### src/rtl/aes256_pkg.sv
// Shared definitions for the AES-256 round sequencer.
//   NB          bytes per block
//   LAST_ROUND  final sequenced round (no MixColumns in the external datapath)
//   KEY_ROUNDS  index of the last round key
//   block_t     16x8 block, byte 15 most significant
//   state_t     sequencer FSM states
package aes256_pkg;

  localparam int unsigned NB         = 16;
  localparam int unsigned LAST_ROUND = 13;
  localparam int unsigned KEY_ROUNDS = 14;

  typedef logic [NB-1:0][7:0] block_t;

  typedef enum logic [1:0] {
    IDLE,
    ROUND,
    FINAL,
    DONE
  } state_t;

endpackage

### src/rtl/aes_add_rkey16.sv
// AddRoundKey: bytewise XOR of a 16-byte block with a 16-byte round key.
//   a  block operand
//   b  round key
//   y  a ^ b, same width as the operands
module aes_add_rkey16
  import aes256_pkg::*;
(
  input  block_t a,
  input  block_t b,
  output block_t y
);

  always_comb begin
    y = '0;
    for (int unsigned i = 0; i < NB; i++) begin
      y[i] = a[i] ^ b[i];
    end
  end

endmodule

### src/rtl/aes256_round_seq.sv
// AES-256 round sequencer. Accepts one plaintext block, performs the initial
// key addition, steps an external round datapath through 14 rounds while
// requesting round keys from an external key schedule, then adds the last
// round key and presents the ciphertext until the consumer takes it.
//   clk, resetn           clock, asynchronous active-low reset
//   in_valid/in_ready     plaintext handshake, in_block plaintext
//   rk, rk_idx            round key returned for the requested index (0..14)
//   init_block, load      initial state for the datapath and its load pulse
//   wr_en, round          datapath write enable and round number (13 = final)
//   state_q               datapath state-register output
//   out_valid/out_ready   ciphertext handshake, out_block ciphertext
module aes256_round_seq
  import aes256_pkg::*;
(
  input  logic       clk,
  input  logic       resetn,
  input  logic       in_valid,
  output logic       in_ready,
  input  block_t     in_block,
  input  block_t     rk,
  output logic [3:0] rk_idx,
  output block_t     init_block,
  output logic       load,
  output logic       wr_en,
  output logic [3:0] round,
  input  block_t     state_q,
  output logic       out_valid,
  input  logic       out_ready,
  output block_t     out_block
);

  state_t     fsm, fsm_next;
  logic [3:0] round_next;
  logic       load_next;
  logic       out_valid_next;
  logic       init_en;
  logic       out_en;
  block_t     init_xor;
  block_t     final_xor;

  aes_add_rkey16 u_init_key (
    .a (in_block),
    .b (rk),
    .y (init_xor)
  );

  aes_add_rkey16 u_final_key (
    .a (state_q),
    .b (rk),
    .y (final_xor)
  );

  // load and wr_en overlap on the first ROUND cycle: the datapath runs
  // round 0 on init_block instead of state_q, so the 14 rounds occupy
  // exactly 14 cycles.
  always_comb begin
    fsm_next       = fsm;
    round_next     = round;
    load_next      = 1'b0;
    out_valid_next = out_valid;
    init_en        = 1'b0;
    out_en         = 1'b0;
    case (fsm)
      IDLE: begin
        if (in_valid) begin
          init_en    = 1'b1;
          load_next  = 1'b1;
          round_next = '0;
          fsm_next   = ROUND;
        end
      end
      ROUND: begin
        if (round == 4'(LAST_ROUND)) begin
          fsm_next = FINAL;
        end else begin
          round_next = round + 4'd1;
        end
      end
      FINAL: begin
        out_en         = 1'b1;
        out_valid_next = 1'b1;
        fsm_next       = DONE;
      end
      DONE: begin
        if (out_ready) begin
          out_valid_next = 1'b0;
          fsm_next       = IDLE;
        end
      end
      default: fsm_next = IDLE;
    endcase
  end

  always_comb begin
    in_ready = (fsm == IDLE);
    wr_en    = (fsm == ROUND);
    case (fsm)
      ROUND:   rk_idx = round + 4'd1;
      FINAL:   rk_idx = 4'(KEY_ROUNDS);
      default: rk_idx = '0;
    endcase
  end

  always_ff @(posedge clk or negedge resetn) begin
    if (!resetn) begin
      fsm        <= IDLE;
      round      <= '0;
      load       <= 1'b0;
      out_valid  <= 1'b0;
      init_block <= '0;
      out_block  <= '0;
    end else begin
      fsm       <= fsm_next;
      round     <= round_next;
      load      <= load_next;
      out_valid <= out_valid_next;
      if (init_en) init_block <= init_xor;
      if (out_en)  out_block  <= final_xor;
    end
  end

endmodule

### config.mk
export PLATFORM = sky130hd
export DESIGN_NAME = aes256_round_seq
export DESIGN_NICKNAME = d
export VERILOG_FILES = /design/src/rtl/aes256_pkg.sv /design/src/rtl/aes_add_rkey16.sv /design/src/rtl/aes256_round_seq.sv
export SDC_FILE = /design/constraint.sdc
export NUM_CORES = 1
export LEC_CHECK = 0
export ABC_AREA = 1
export ABC_CLOCK_PERIOD_IN_PS = 1800
export BUFFER_PORTS_ARGS = -buffer_cell sky130_fd_sc_hd__buf_4
export CORE_AREA = 3 3 257 259
export CTS_BUF_LIST = sky130_fd_sc_hd__clkbuf_4 sky130_fd_sc_hd__clkbuf_8 sky130_fd_sc_hd__clkbuf_16
export DETAILED_ROUTE_END_ITERATION = 10
export DIE_AREA = 0 0 260 262
export PLACE_DENSITY = 0.42
export SETUP_SLACK_MARGIN = 0.15
export SKIP_CTS_REPAIR_TIMING = 1
export SYNTH_ARGS = -nofsm -noshare
export SYNTH_HDL_FRONTEND = slang
export SYNTH_SLANG_ARGS = --single-unit
### constraint.sdc
create_clock -name clk -period 1.8 [get_ports clk]
set_input_delay 0 -clock clk [delete_from_list [all_inputs] [get_ports clk]]
set_output_delay 0 -clock clk [all_outputs]
set_load 0.02 [all_outputs]
==> results of run 1 <==
[power by group]
group	switching (mW)	internal, mW
clock network	2.51	3.88
registers	1.67	8.82
logic	9.74	7.94
total	13.9	20.6
[tightest hold or removal path: cells and delay by family]
family / cells / cell delay (ns)
AOI/OAI and AO/OA: 1 / 0.10
xor gates and xnor gates: 1 / 0.14
buffers and inverters: 2 / 0.27
[through the flow]
stage | setup WS (ns) | power, mW | utilization, %
6_report | -0.0603 | 34.6 | 37.8
5_1_grt | -0.139 | 37.0 | 37.8
4_1_cts | -0.421 | 33.3 | 29.5
3_5_place_dp | 0.111 | 26.7 | 27.9
3_3_place_gp | 0.165 | 26.6 | 27.9
2_1_floorplan | 0.236 | 18.7 | -
[state kept, by name, summed over array words and instances (netlist names)]
signal	count
init_block	128
out_block	128
round	4
fsm	2
load	1
out_valid	1
[layer usage]
metal	global-route usage, %	up-vias	share of wire, %
met2	22.7	438	52
met5	0	-	0
met3	4.17	57	8.1
met4	3.24	0	2.2
li1	-	6097	-
met1	14.6	5750	38
[how the worst min path moves through the flow]
| stage | depth (start not counted) | to | slack, ns | startpoint |
|---|---|---|---|---|
| after global routing | 4 | init_block[39]$_DFFE_PN0P_ | 0.01 | in_block[39] |
| after CTS | 1 | out_block[82]$_DFFE_PN0P_ | -0.73 | resetn |
| final | 4 | init_block[39]$_DFFE_PN0P_ | 0.005 | in_block[39] |
| after floorplan | 0 | fsm[0]$_DFFE_PN0P_ | -0.30 | resetn |
| after detailed placement | 1 | init_block[78]$_DFFE_PN0P_ | -0.11 | resetn |
| after global placement | 1 | init_block[83]$_DFFE_PN0P_ | -0.11 | resetn |
[logic make-up (layout without fill, tap and decap cells)]
kind of cell / after synthesis / count (layout)
AOI/OAI and AO/OA: 267 / 267
xor gates and xnor gates: 256 / 256
adders and majority gates: 6 / 6
buffers and inverters: 68 / 1280
DFF: 264 / 264
and+or+nand+nor: 287 / 287
[cell usage after synthesis]
| library cell | instances | area share (%) |
|---|---|---|
| inv_1 | 11 | 0.35 |
| inv_2 | 1 | 0.032 |
| nand2_2 | 1 | 0.053 |
| o21ai_2 | 1 | 0.074 |
| a21oi_1 | 4 | 0.17 |
| clkbuf_1 | 23 | 0.73 |
| buf_2 | 4 | 0.17 |
| nand3_1 | 5 | 0.21 |
| o21ai_0 | 89 | 3.8 |
| nand4_1 | 2 | 0.11 |
| nor2_1 | 6 | 0.19 |
| ha_1 | 6 | 0.63 |
| nand2_1 | 271 | 8.6 |
| or2_2 | 2 | 0.11 |
| dfrtp_1 | 264 | 56 |
| buf_6 | 25 | 2.4 |
| xnor2_1 | 256 | 19 |
| buf_4 | 4 | 0.25 |
| o21ai_1 | 173 | 7.3 |
[placed cells by master, fill, tap and decap left out, types with 2 or more instances in the layout]
cell type / synthesis / layout
nand3_1: 5 / 4
nor2_1: 6 / 5
dfrtp_2: 0 / 4
inv_2: 1 / 4
clkbuf_16: 0 / 31
o21ai_0: 89 / 87
clkbuf_4: 0 / 8
nand2_1: 271 / 271
a21oi_2: 0 / 3
dfrtp_1: 264 / 260
dlygate4sd3_1: 0 / 510
bufinv_16: 0 / 2
nand4_1: 2 / 2
buf_12: 0 / 15
or2_4: 0 / 2
buf_4: 4 / 682
clkinv_4: 0 / 2
ha_4: 0 / 5
clkinv_2: 0 / 3
xnor2_1: 256 / 256
o21ai_2: 1 / 2
inv_1: 11 / 6
buf_6: 25 / 4
clkbuf_8: 0 / 8
o21ai_1: 173 / 174
[cell type report]
type | instances | share of cell area [%]
Timing Repair inverter | 1 | 0.0361
Timing Repair Buffer | 1212 | 43.6
Inverter | 12 | 0.263
Tap cell | 855 | 4.41
Sequential cell | 264 | 27.3
Clock buffer | 47 | 3.90
Multi-Input combinational cell | 816 | 20.1
Clock inverter | 8 | 0.413
==> key figures, run 1 <==
STA
  • Final Hold Viols: 0
  • Setup WS post-layout: -0.0603 ns
  • Setup-failing EPs final: 3
  • Slew @ Worst Pin: 0.465 ns
  • Max-slew headroom: 68.8%
  • Minimum clock period: 1.86 ns
  • Final Cycle Share: 103%
  • Final Max Slew Viols: 0
  • TNS Setup: -0.0977 ns
  • RSZ-0062 raised after global routing: true
  • Achievable clock frequency: 538 MHz
  • Worst hold slack: 0.00494 ns
  • Clock Skew: 0.0199 ns

GRT
  • Global-route wire length before repair: 66200 um
  • Pin count of the biggest net entering global routing: 74
  • Vias in the first global route: 10600
  • Overall Global Routing Usage: 12.7%
  • GRT Residual Overflow: 0
  • Antenna violations before repair: 0

Logic synthesis
  • Post-Synth XOR/XNOR Area: 19.0%
  • Post-synth design cell area: 0.0118 sq mm
  • Syn Area/Cell: 10.3 sq um
  • Cells after synthesis: 1148
  • #FFs+latches synth: 264
  • Syn_nets: 1542
  • Count of cell types in the netlist: 19
  • Post-synthesis mux area share: 0%
  • Largest family of logic cells by synthesized area: XOR/XNOR gates
  • Compound-Gate Fraction of Synth Area: 11.3%
  • Post-synthesis simple-gate area fraction: 9.27%
  • Count of warnings emitted by yosys: 0
  • Fraction of the mapped netlist area in adder cells: 0.635%
  • Register area share after synthesis: 55.9%

Die
  • Num ports: 656
  • DIE AREA: 0.0681 sq mm
  • Die width: 260 um
  • Core area: 0.0641 sq mm
  • Rows: 93
  • Die Y: 262 um
  • Starting density of the core: 18.4%

CTS
  • Clock sinks: 264
  • Worst-path clk slew: 0.06 ns
  • H-tree Lvls: 1
  • Root buffer cell: clkbuf_16
  • TritonCTS buffer count: 31
  • Skew-Pair Late Insertion Delay: 0.56 ns
  • Clock Path Buffers: 3
  • CTS tree: yes

Setup path
  • Critical Path Max Stage Delay: 0.46 ns
  • CP endpoint: rk_idx[2]
  • Slowest CP cell: dfrtp_2
  • Reg-to-reg endpoint: init_block[29]$_DFFE_PN0P_
  • CP Depth: 6
  • Crit. End Element: primary output
  • WS Path Type: reg2out
  • R2R depth: 8
  • FF-to-FF setup slack: 0.30 ns
  • Worst Path Arrival: 1.86 ns
  • Crit-path cells: buf_6 -> ha_4 -> a21oi_2 -> o21ai_2 -> a21oi_2 -> buf_6
  • Critical Path Source Type: flop
  • WP data required: 1.80 ns
  • Reg2reg start: fsm[1]$_DFFE_PN0P_
  • CP Max Fanout: 5
  • CP bufs+invs: 2
  • Critical path startpoint: round[0]$_DFFE_PN0P_
  • Critical path's top delay family: flip-flops

Detailed routing
  • WL/cell: 15.7 um
  • Vias: 12300
  • Pre-antenna DRT Iters: 5
  • Via/cell ratio: 3.84
  • DR iter-0 viols: 380
  • Final ANT Viol Nets: 0
  • DRC: 0
  • Final WL: 50600 um

Pwr
  • VDD IR-drop max: 0.654 mV
  • Leakage: 11.1 nW
  • Pwr per Cell Area: 1420 mW/mm^2

Layout
  • Layout Nets: 2732
  • Design area: 0.0243 sq mm
  • Layout cells sized above 1: 33.2%
  • Inserted Diodes: 0
  • Area growth from synthesis to layout: 105%
  • Register area: 0.00661 sq mm
  • Layout Cells excl Fill: 3215
  • # fillers: 6375
  • Multi-input logic area: 0.00487 sq mm

Run status
  • Outcome: finished with violations
  • Violated checks: negative setup slack

Placed design
  • PortBufs: 655
  • Final HPWL DP: 37700 um
  • Placed instance area: 0.0179 sq mm
  • Routability Congestion: 0.806
  • Placed Instances: 2638

Job
  • Max cap viols: 0

Worst hold path
  • Hold crit path type: in2reg
Note: power is estimated with default switching activity, not from simulation.
==> run 2: changes to the inputs <==
- CORE_AREA: 3 3 257 259 -> 3 3 256 258
- DIE_AREA: 0 0 260 262 -> 0 0 259 261
- PLACE_DENSITY: 0.42 -> 0.47
- SYNTH_HIERARCHICAL: default -> 1
==> key figures, run 2 <==
Run status
  • Outcome: completed

Pwr
  • Pwr per Cell Area: 1190 mW/mm^2 (-17%)
  • VDD IR-drop max: 0.820 mV (+25%)
  • Total Power: 35.8 mW (+3.5%)
  • Leakage: 17.6 nW (+58%)

Setup path
  • CP Max Fanout: 6 (+1)
  • Critical Path Max Stage Delay: 0.45 ns (about the same)
  • WS Path Type: reg2out
  • Crit-path cells: inv_2 -> ha_4 -> or2_4 -> a21oi_2 -> buf_4
  • R2R depth: 6 (-2)
  • CP Depth: 5 (-1)
  • Critical path's top delay family: flip-flops
  • Worst Path Arrival: 1.79 ns (-0.07 ns)
  • Crit. End Element: primary output
  • WP data required: 1.80 ns (about the same)
  • Slowest CP cell: dfrtp_2
  • Critical Path Source Type: flop
  • CP bufs+invs: 2 (unchanged)
  • FF-to-FF setup slack: 0.21 ns (-0.09 ns)

Logic synthesis
  • Most frequent cell after synthesis: nand2_1
  • #FFs+latches synth: 264 (unchanged)
  • Async set or reset register ratio after synthesis: 100% (unchanged)
  • Syn Area/Cell: 6.15 sq um (-40%)
  • Register area share after synthesis: 44.2% (-12 points)
  • Post-synth top cells: nand2_1, inv_1, dfrtp_1
  • EDFF count, synth: 0 (unchanged)
  • Post-synth top area cell: dfrtp_1
  • Post-synth design cell area: 0.0149 sq mm (+26%)
  • Count of cell types in the netlist: 15 (-4)
  • Syn_nets: 2824 (+83%)
  • Top cell type's share of synthesized area: 44.2% (-12 points)
  • Top post-synthesis cells by area: dfrtp_1, nand2_1, inv_1, buf_4, buf_2
  • Cells after synthesis: 2430 (+110%)
  • Synth Flop Type: dfrtp_1
  • Count of warnings emitted by yosys: 6 (+6)

STA
  • Setup-failing EPs final: 0 (-3)
  • Max-slew headroom: 68.6% (-0.21 points)
  • TNS Setup: 0 ns (+0.0977 ns)
  • Clock Skew: 0.00970 ns (-0.0102 ns)
  • Slew @ Worst Pin: 0.471 ns (+0.00654 ns)
  • Minimum clock period: 1.79 ns (-0.0657 ns)
  • Final Hold Viols: 0 (unchanged)
  • RSZ-0062 raised after global routing: true
  • Achievable clock frequency: 557 MHz (+3.7%)
  • Final Max Slew Viols: 0 (unchanged)
  • Setup WS post-layout: 0.00535 ns (+0.0657 ns)
  • Final Cycle Share: 99.7% (-3.6 points)

Layout
  • Commonest non-fill, non-tap cell in the layout: nand2_1
  • Area growth from synthesis to layout: 101%
  • Layout cells sized above 1: 20.1% (-13 points)
  • Most frequent cells in the layout: nand2_1, dlygate4sd3_1, buf_4
  • Layout Nets: 4262 (+56%)
  • Design area: 0.0301 sq mm (+24%)
  • Regs by FF count: init_block: 128 flops, out_block: 128 flops, round: 4 flops
  • Post-layout util: 47.6% (+9.8 points)

CTS
  • Clock sinks: 264 (unchanged)
  • H-tree Lvls: 2 (+1)
  • Skew-Pair Late Insertion Delay: 0.53 ns (-0.03 ns)
  • Worst-path clk slew: 0.06 ns (about the same)
  • Clock Path Buffers: 3 (unchanged)
  • CTS tree: yes
  • Root buffer cell: clkbuf_16
  • TritonCTS buffer count: 34 (+9.7%)

Worst hold path
  • Hold crit path type: in2async

GRT
  • Antenna violations before repair: 2 (+2)
  • Global-route wire length before repair: 85800 um (+30%)
  • Pin count of the biggest net entering global routing: 81 (+9.5%)
  • Vias in the first global route: 14300 (+35%)
  • GRT Residual Overflow: 0 (unchanged)
  • Overall Global Routing Usage: 16.5% (+3.8 points)

Placed design
  • Place WS: 0.126 ns (+0.0144 ns)
  • Placed instance area: 0.0209 sq mm (+17%)
  • PortBufs: 655 (unchanged)
  • Final HPWL DP: 45800 um (+21%)
  • Routability Congestion: 0.866 (+7.4%)

Detailed routing
  • Via/cell ratio: 3.99 (+3.8%)
  • Final ANT Viol Nets: 0 (unchanged)
  • WL/cell: 13.9 um (-12%)
  • Final WL: 66000 um (+30%)
  • Vias: 18900 (+53%)
  • DRC: 0 (unchanged)
  • DR iter-0 viols: 828 (+120%)
  • Pre-antenna DRT Iters: 5 (unchanged)

Die
  • Core area: 0.0632 sq mm (-1.4%)
  • Starting density of the core: 23.7% (+5.2 points)
  • Num ports: 656 (unchanged)
  • Rows: 92 (-1.1%)
  • DIE AREA: 0.0676 sq mm (-0.76%)
  • Die Y: 261 um (-0.38%)
  • Die width: 259 um (-0.38%)

Job
  • Max cap viols: 0 (unchanged)
-- run 2: path summary, 6_finish.rpt --
| kind | endpoint | from |
|---|---|---|
| max | rk_idx[1] | round[1]$_DFFE_PN0P_ |
| min | init_block[66]$_DFFE_PN0P_ | resetn |
| max reg2reg | out_block[99]$_DFFE_PN0P_ | fsm[0]$_DFFE_PN0P_ |
| min reg2reg | out_block[42]$_DFFE_PN0P_ | out_block[42]$_DFFE_PN0P_ |
| max in group asynchronous | out_block[55]$_DFFE_PN0P_ | resetn |
| min in group clk | out_valid$_DFFE_PN0P_ | out_ready |
-- run 2: layout make-up --
type                    instances  area [sq um]
inverters                     524          1990
diodes                          1          2.50
fillers                      6218         33100
flip-flops and latches        264          6610
clock buffers                  54          1120
well taps                     846          1060
repair buffers               1460         13100
multi-input cells            1584          6130
clock inverters                 8          67.6
-- run 2: stage by stage --
step           instances  hold slack [ns]
3_5_place_dp        3897          -0.0878
6_report            4741            0.120
4_1_cts             3959           -0.670
3_3_place_gp        3897          -0.0900
5_1_grt             4741            0.126
2_1_floorplan       2430           -0.296
-- run 2: kinds of logic after synthesis --
| group | synth area share [%] |
|---|---|
| buffers and inverters | 15.5 |
| flip-flops | 44.2 |
| AND/OR/NAND/NOR | 39.5 |
| AO/OA/AOI/OAI | 0.335 |
| adder cells (fa/ha/maj) | 0.502 |
-- run 2: routing by layer --
metal | wire (um) | track usage, % | part of all wire [%]
met1 | 26200 | 18.9 | 40
met2 | 33600 | 29.1 | 51
met3 | 4780 | 5.77 | 7.2
met4 | 1440 | 4.20 | 2.2
met5 | 7 | 0 | 0.011
-- run 2: power breakdown --
group          switching, mW  internal [mW]  leakage [nW]
Clock                   2.71           4.42         0.600
Sequential              1.68           8.70          3.30
Combinational           10.5           7.70          13.7
-- run 2: worst min-delay path, cell delays in order --
cell           delay (ns)
dlygate4sd3_1        0.57
buf_8                0.20
buf_12               0.21
